===== src/rtl/zbt_frame_arbiter_pkg.sv =====
// Shared constants and types for the ZBT frame-memory arbiter: widths, buffer bases, read tags.
package zbt_frame_arbiter_pkg;

  localparam int ADDR_W    = 19;
  localparam int DATA_W    = 36;
  localparam int MEM_LAT   = 2;
  localparam int FRAME_WDS = 153600;

  localparam logic [ADDR_W-1:0] BASE0 = '0;
  localparam logic [ADDR_W-1:0] BASE1 = ADDR_W'(FRAME_WDS);
  localparam logic [ADDR_W-1:0] BASE2 = ADDR_W'(2 * FRAME_WDS);

  typedef enum logic [1:0] {
    TAG_NONE = 2'd0,
    TAG_VGA  = 2'd1,
    TAG_PROC = 2'd2
  } rd_tag_t;

  typedef enum logic [1:0] {
    BUF_0 = 2'd0,
    BUF_1 = 2'd1,
    BUF_2 = 2'd2
  } buf_idx_t;

  function automatic logic [ADDR_W-1:0] buf_base(input buf_idx_t idx);
    case (idx)
      BUF_1:   buf_base = BASE1;
      BUF_2:   buf_base = BASE2;
      default: buf_base = BASE0;
    endcase
  endfunction

endpackage


===== src/rtl/zbt_buf_rotator.sv =====
// Triple-buffer rotation between NTSC capture and VGA display; exposes the base address of each role.
module zbt_buf_rotator
  import zbt_frame_arbiter_pkg::*;
(
  input  logic              clock,
  input  logic              reset,
  input  logic              ntsc_frame_done,
  input  logic              vga_frame,
  output logic [ADDR_W-1:0] capture_base,
  output logic [ADDR_W-1:0] ready_base,
  output logic [ADDR_W-1:0] display_base
);

  buf_idx_t capture_idx;
  buf_idx_t ready_idx;
  buf_idx_t display_idx;
  logic     new_ready;

  always_ff @(posedge clock) begin
    if (reset) begin
      capture_idx <= BUF_0;
      ready_idx   <= BUF_1;
      display_idx <= BUF_2;
      new_ready   <= 1'b0;
    end else if (ntsc_frame_done && vga_frame) begin
      // the just-finished capture goes straight to the display
      display_idx <= capture_idx;
      capture_idx <= ready_idx;
      ready_idx   <= display_idx;
      new_ready   <= 1'b0;
    end else if (ntsc_frame_done) begin
      capture_idx <= ready_idx;
      ready_idx   <= capture_idx;
      new_ready   <= 1'b1;
    end else if (vga_frame && new_ready) begin
      display_idx <= ready_idx;
      ready_idx   <= display_idx;
      new_ready   <= 1'b0;
    end
  end

  assign capture_base = buf_base(capture_idx);
  assign ready_base   = buf_base(ready_idx);
  assign display_base = buf_base(display_idx);

endmodule


===== src/rtl/zbt_frame_arbiter.sv =====
// ZBT frame-memory arbiter: VGA > NTSC > processor, one issue per cycle, tagged read returns.
// Optional ZBT_ARB_STATS_EN adds saturating lost-arbitration counters for NTSC and processor.
module zbt_frame_arbiter
  import zbt_frame_arbiter_pkg::*;
(
  input  logic              clock,
  input  logic              reset,
  input  logic              vga_frame,
  input  logic              vga_flag,
  input  logic [9:0]        vga_hcount,
  input  logic [9:0]        vga_vcount,
  output logic [DATA_W-1:0] vga_pixel,
  output logic              done_vga,
  input  logic              ntsc_flag,
  input  logic [ADDR_W-1:0] ntsc_offset,
  input  logic [DATA_W-1:0] ntsc_data,
  input  logic              ntsc_frame_done,
  output logic              done_ntsc,
  output logic              ntsc_overrun,
  input  logic              proc_req,
  input  logic              proc_we,
  input  logic [ADDR_W-1:0] proc_addr,
  input  logic [DATA_W-1:0] proc_wdata,
  output logic [DATA_W-1:0] proc_rdata,
  output logic              done_proc,
  output logic [ADDR_W-1:0] display_base,
  output logic [ADDR_W-1:0] ready_base,
  output logic [ADDR_W-1:0] mem_addr,
  output logic              mem_we,
  output logic [DATA_W-1:0] mem_din,
  input  logic [DATA_W-1:0] mem_dout
`ifdef ZBT_ARB_STATS_EN
  ,
  output logic [15:0]       ntsc_wait_cnt,
  output logic [15:0]       proc_wait_cnt
`endif
);

  logic [ADDR_W-1:0] capture_base;

  zbt_buf_rotator u_rotator (
    .clock           (clock),
    .reset           (reset),
    .ntsc_frame_done (ntsc_frame_done),
    .vga_frame       (vga_frame),
    .capture_base    (capture_base),
    .ready_base      (ready_base),
    .display_base    (display_base)
  );

  logic              ntsc_pend;
  logic [ADDR_W-1:0] ntsc_pend_offset;
  logic [DATA_W-1:0] ntsc_pend_data;
  logic              proc_busy;
  rd_tag_t           tag_q [MEM_LAT+1];

  logic              ntsc_req;
  logic              ntsc_drop;
  logic              vga_go;
  logic              ntsc_go;
  logic              proc_ok;
  logic              proc_go;
  logic [ADDR_W-1:0] ntsc_off_sel;
  logic [DATA_W-1:0] ntsc_data_sel;
  logic [ADDR_W-1:0] vcount_ext;
  logic [ADDR_W-1:0] vga_addr;
  logic              unused_hcount_lsb;

  assign unused_hcount_lsb = vga_hcount[0];

  // a write that is pending or on its issue cycle blocks any new NTSC flag
  always_comb begin
    ntsc_req      = ntsc_pend | (ntsc_flag & ~done_ntsc);
    ntsc_drop     = ntsc_flag & (ntsc_pend | done_ntsc);
    vga_go        = vga_flag;
    ntsc_go       = ntsc_req & ~vga_go;
    proc_ok       = proc_req & ~proc_busy;
    proc_go       = proc_ok & ~vga_go & ~ntsc_req;
    ntsc_off_sel  = ntsc_pend ? ntsc_pend_offset : ntsc_offset;
    ntsc_data_sel = ntsc_pend ? ntsc_pend_data : ntsc_data;
    vcount_ext    = ADDR_W'(vga_vcount);
    vga_addr      = display_base + (vcount_ext << 8) + (vcount_ext << 6)
                  + ADDR_W'(vga_hcount[9:1]);
  end

  always_ff @(posedge clock) begin
    if (reset) begin
      mem_addr         <= '0;
      mem_we           <= 1'b0;
      mem_din          <= '0;
      vga_pixel        <= '0;
      done_vga         <= 1'b0;
      proc_rdata       <= '0;
      done_proc        <= 1'b0;
      done_ntsc        <= 1'b0;
      ntsc_overrun     <= 1'b0;
      ntsc_pend        <= 1'b0;
      ntsc_pend_offset <= '0;
      ntsc_pend_data   <= '0;
      proc_busy        <= 1'b0;
      for (int i = 0; i <= MEM_LAT; i++) tag_q[i] <= TAG_NONE;
    end else begin
      mem_we    <= 1'b0;
      done_vga  <= 1'b0;
      done_proc <= 1'b0;
      done_ntsc <= ntsc_go;
      tag_q[0]  <= TAG_NONE;
      for (int i = 1; i <= MEM_LAT; i++) tag_q[i] <= tag_q[i-1];

      if (vga_go) begin
        mem_addr <= vga_addr;
        tag_q[0] <= TAG_VGA;
      end else if (ntsc_go) begin
        mem_addr <= capture_base + ntsc_off_sel;
        mem_we   <= 1'b1;
        mem_din  <= ntsc_data_sel;
      end else if (proc_go) begin
        mem_addr <= proc_addr;
        mem_we   <= proc_we;
        mem_din  <= proc_wdata;
        if (proc_we) done_proc <= 1'b1;
        else         tag_q[0]  <= TAG_PROC;
      end

      if (tag_q[MEM_LAT] == TAG_VGA) begin
        vga_pixel <= mem_dout;
        done_vga  <= 1'b1;
      end else if (tag_q[MEM_LAT] == TAG_PROC) begin
        proc_rdata <= mem_dout;
        done_proc  <= 1'b1;
      end

      if (ntsc_go) begin
        ntsc_pend <= 1'b0;
      end else if (ntsc_flag && !ntsc_drop) begin
        ntsc_pend        <= 1'b1;
        ntsc_pend_offset <= ntsc_offset;
        ntsc_pend_data   <= ntsc_data;
      end
      if (ntsc_drop) ntsc_overrun <= 1'b1;

      // proc_req stays high through its done cycle, so stay busy until then
      if (proc_go)        proc_busy <= 1'b1;
      else if (done_proc) proc_busy <= 1'b0;
    end
  end

`ifdef ZBT_ARB_STATS_EN
  always_ff @(posedge clock) begin
    if (reset) begin
      ntsc_wait_cnt <= '0;
      proc_wait_cnt <= '0;
    end else begin
      if (ntsc_req && !ntsc_go && ntsc_wait_cnt != 16'hFFFF)
        ntsc_wait_cnt <= ntsc_wait_cnt + 16'd1;
      if (proc_ok && !proc_go && proc_wait_cnt != 16'hFFFF)
        proc_wait_cnt <= proc_wait_cnt + 16'd1;
    end
  end
`endif

endmodule


===== config.mk =====
export PLATFORM = sky130hd
export DESIGN_NAME = zbt_frame_arbiter
export DESIGN_NICKNAME = d
export VERILOG_FILES = /design/src/rtl/zbt_frame_arbiter_pkg.sv /design/src/rtl/zbt_buf_rotator.sv /design/src/rtl/zbt_frame_arbiter.sv
export SDC_FILE = /design/constraint.sdc
export NUM_CORES = 1
export LEC_CHECK = 0
export CAP_MARGIN = 20
export CORE_MARGIN = 2
export CORE_UTILIZATION = 25
export CTS_BUF_LIST = sky130_fd_sc_hd__clkbuf_4
export DETAILED_ROUTE_END_ITERATION = 8
export HOLD_SLACK_MARGIN = 0.02
export SETUP_SLACK_MARGIN = 0.1
export SLEW_MARGIN = 20
export SYNTH_ARGS = -nofsm -noshare
export SYNTH_HDL_FRONTEND = slang
export SYNTH_SLANG_ARGS = --single-unit

===== constraint.sdc =====
create_clock -name clock -period 7.75 [get_ports clock]
set_clock_uncertainty 0.1 [all_clocks]
set_input_delay 1.55 -clock clock [delete_from_list [all_inputs] [get_ports clock]]
set_output_delay 1.55 -clock clock [all_outputs]
set_load 0.02 [all_outputs]

==> metrics.yaml <==
status: "finished clean"
synth-seq-cells: 202
max_slew_margin_pct: 26.74
crit_top_cell: "nand2b_1"
grt_start_max_net_pins: 128
worstMarginPinSlew_ns: 1.099
worstPathArrival_ns: 4.37
path_cells: "clkdlybuf4s50_1 -> nand2b_1 -> nand2b_1 -> nor3_4 -> buf_4 -> a221oi_1 -> nor2_1"
clock_path_buffers: 3
hold_path_class: "flip-flop to flip-flop"
dp_hpwl_mm: 20.95
crit_path_top_delay_cell: "nor3_4"
drcViolationCount: 0
worstPathMaxFanout: 21
setup_viol_count_final: 0
period_minus_slack_ns: 3.875
vias: 9116
startpoint_type: "input pin"
ir_worst_vdd_mv: 0.1324
cp_top_family: "simple AND/OR/NAND/NOR gates"
fin_tns_setup_ns: 0
path_clk_slew_ns: 0.06
period_share_pct: 50.00
num-nets-final: 1654
drive_gt1_share_pct: 8.013
path_class: "input pin to flip-flop"
syn_area_um2: 9268
routedWlPerCell_um: 15.79
die-area_um2: 38630
start_util_pct: 25.38
firstDrtPassIters: 5
cts-resized-gates: 0
rsz0062_at_grt: "no"
hold_violations: 0
cts_buffers: 58
viasPerCell: 4.665
cts_tree: "built"
ctsRootBufferMaster: "clkbuf_4"
clock_sinks: 202
post_cts_buffers: 0
ant_nets: 0
antenna_found_initial: 2
die_w_um: 196.5
area_delta_synth_final_pct: 43.92
syn-instance-count: 1146
rows: 70
cts_hold_buffers: 0
cp.required_ns: 8.25
core_um2: 36520
maxCapViolations: 0
power_leakage_uw: 0.004936
finish.utilization_pct: 36.52
p_per_area_nw_per_um2: 196.7
grt_pass1_wl_mm: 47.24
io_pins: 344
fp.dieH_um: 196.5
grt.overflow.total: 0
crit_path_max_incr_delay_ns: 0.82
grtUsageTotal_pct: 15.38
crit_buf_inv: 2
port_buffers: 318
drt-total-wl_mm: 30.85
gp_congestion: 0.7763
avgSynthCellArea_um2: 8.087
drtIter0Drc: 277
end_kind: "flip-flop"
yosys_warnings: 0
finalMaxSlewViolations: 0
synth_cell_types: 45
num-fill-cells: 3831
fmax_ghz: 0.2580
cts_htree_levels: 2
insertion_delay_ns: 0.68
grt_pass1_vias: 8890
seq_area_frac_synth_pct: 43.63
[metal layers]
metal	GRT usage, %	routed length [um]	vias up
met4	5.191	778	2
li1	-	-	4459
met1	18.54	13040	4238
met5	0	16	-
met2	25.73	14310	349
met3	5.082	2709	68
[power breakdown]
group          internal [uW]  switching, uW
Clock                    515            454
Sequential              1090           29.2
Combinational            253            284
[cell type report]
class                      count  area, um^2  share of cell area (%)
inverter                      24       90.09                  0.6754
timing repair buffer         330        3269                   24.51
tap                          468       585.6                   4.390
multi-input combinational    829        4632                   34.73
clock inverter                11       42.54                  0.3189
sequential                   202        4048                   30.35
antenna                        1       2.502                 0.01876
clock buffer                  89       668.1                   5.009
[state kept, by name, indices dropped and copies added (netlist names), 2 cells and up]
name,cells
proc_rdata,36
mem_din,36
u_rotator.ready_idx,2
vga_pixel,36
mem_addr,19
u_rotator.display_idx,2
ntsc_pend_offset,19
u_rotator.capture_idx,2
ntsc_pend_data,36
tag_q,6
[worst paths after layout]
| check | startpoint | end | slack (ns) | cells after the start |
|---|---|---|---|---|
| worst max-delay path | ntsc_flag | mem_din[13]$_SDFFE_PP0P_ | 3.87 | 7 |
| worst min-delay path | tag_q[0][1]$_SDFF_PN0_ | tag_q[1][1]$_SDFF_PP0_ | 0.34 | 1 |
| worst max register to register | ntsc_pend$_SDFFE_PP0P_ | mem_addr[18]$_SDFFE_PP0P_ | 4.47 | 10 |
| worst min register to register | tag_q[0][1]$_SDFF_PN0_ | tag_q[1][1]$_SDFF_PP0_ | 0.34 | 1 |
[through the flow]
stage | worst slack (ns) | power (uW) | instances | instance area, um^2 | hold slack, ns
5_1_grt | 3.724 | 2782 | 1954 | 13340 | 0.3542
6_report | 3.875 | 2624 | 1954 | 13340 | 0.3370
4_1_cts | 3.753 | 2683 | 1953 | 13340 | 0.3474
3_5_place_dp | 3.157 | 1678 | 1853 | 12620 | 0.3292
3_3_place_gp | 3.201 | 1672 | 1853 | 12620 | 0.3172
2_1_floorplan | 3.889 | 1447 | 1169 | 9354 | 0.3138
[cells in the mapped netlist, drive strengths merged]
cell | n | area share, %
nor3 | 12 | 0.76
o21bai | 1 | 0.081
nor3b | 2 | 0.16
a2111oi | 2 | 0.20
nand3 | 3 | 0.16
o211ai | 2 | 0.16
xor2 | 7 | 0.66
a311o | 3 | 0.32
ha | 28 | 3.8
nor2b | 15 | 1.0
dfxtp | 202 | 44
o31ai | 1 | 0.23
mux2i | 44 | 4.8
o2111ai | 1 | 0.095
a21oi | 150 | 8.1
a31oi | 5 | 0.34
a221oi | 51 | 4.8
nor4bb | 1 | 0.11
o311ai | 1 | 0.095
clkbuf | 39 | 1.6
nor2 | 108 | 4.4
xnor2 | 9 | 0.85
a21boi | 1 | 0.081
inv | 24 | 0.97
o21ai | 23 | 1.2
a211oi | 7 | 0.57
nand4 | 1 | 0.068
and3 | 1 | 0.068
nand2 | 290 | 12
a311oi | 2 | 0.19
nand3b | 1 | 0.081
a221o | 1 | 0.11
mux2 | 5 | 0.61
o22ai | 3 | 0.20
fa | 7 | 1.5
buf | 75 | 5.0
a21o | 7 | 0.57
conb | 1 | 0.040
nand2b | 10 | 0.68
[kinds of logic (layout without fill, tap and decap cells)]
family	after synthesis	in the layout	synth area share, %
compound gates	261	261	17.40
other cells	1	25	0.04046
fa+ha+maj	35	35	5.292
flops	202	202	43.63
simple gates	444	444	19.24
buf+inv	138	454	7.520
mux	49	49	5.360
xor+xnor	16	16	1.512
[worst reg2reg max path, cell delays in order, from the launching register on]
cell	delay, ns
dfxtp_4	0.36
buf_4	0.71
mux2i_1	0.40
inv_1	0.08
ha_1	0.29
a211oi_1	0.26
o21bai_1	0.11
a21o_1	0.21
a31oi_1	0.20
xnor2_1	0.10
a221o_1	0.34
[layout by cell type (no fill, tap or decap), drive strengths merged, types with 24 or more instances in the layout]
cell / count
nand2: 290
inv: 25
clkbuf: 89
mux2i: 44
dfxtp: 202
ha: 28
a221oi: 51
conb: 24
nor2: 108
clkdlybuf4s50: 316
a21oi: 150
No activity file was read; power rests on OpenSTA's default activity.
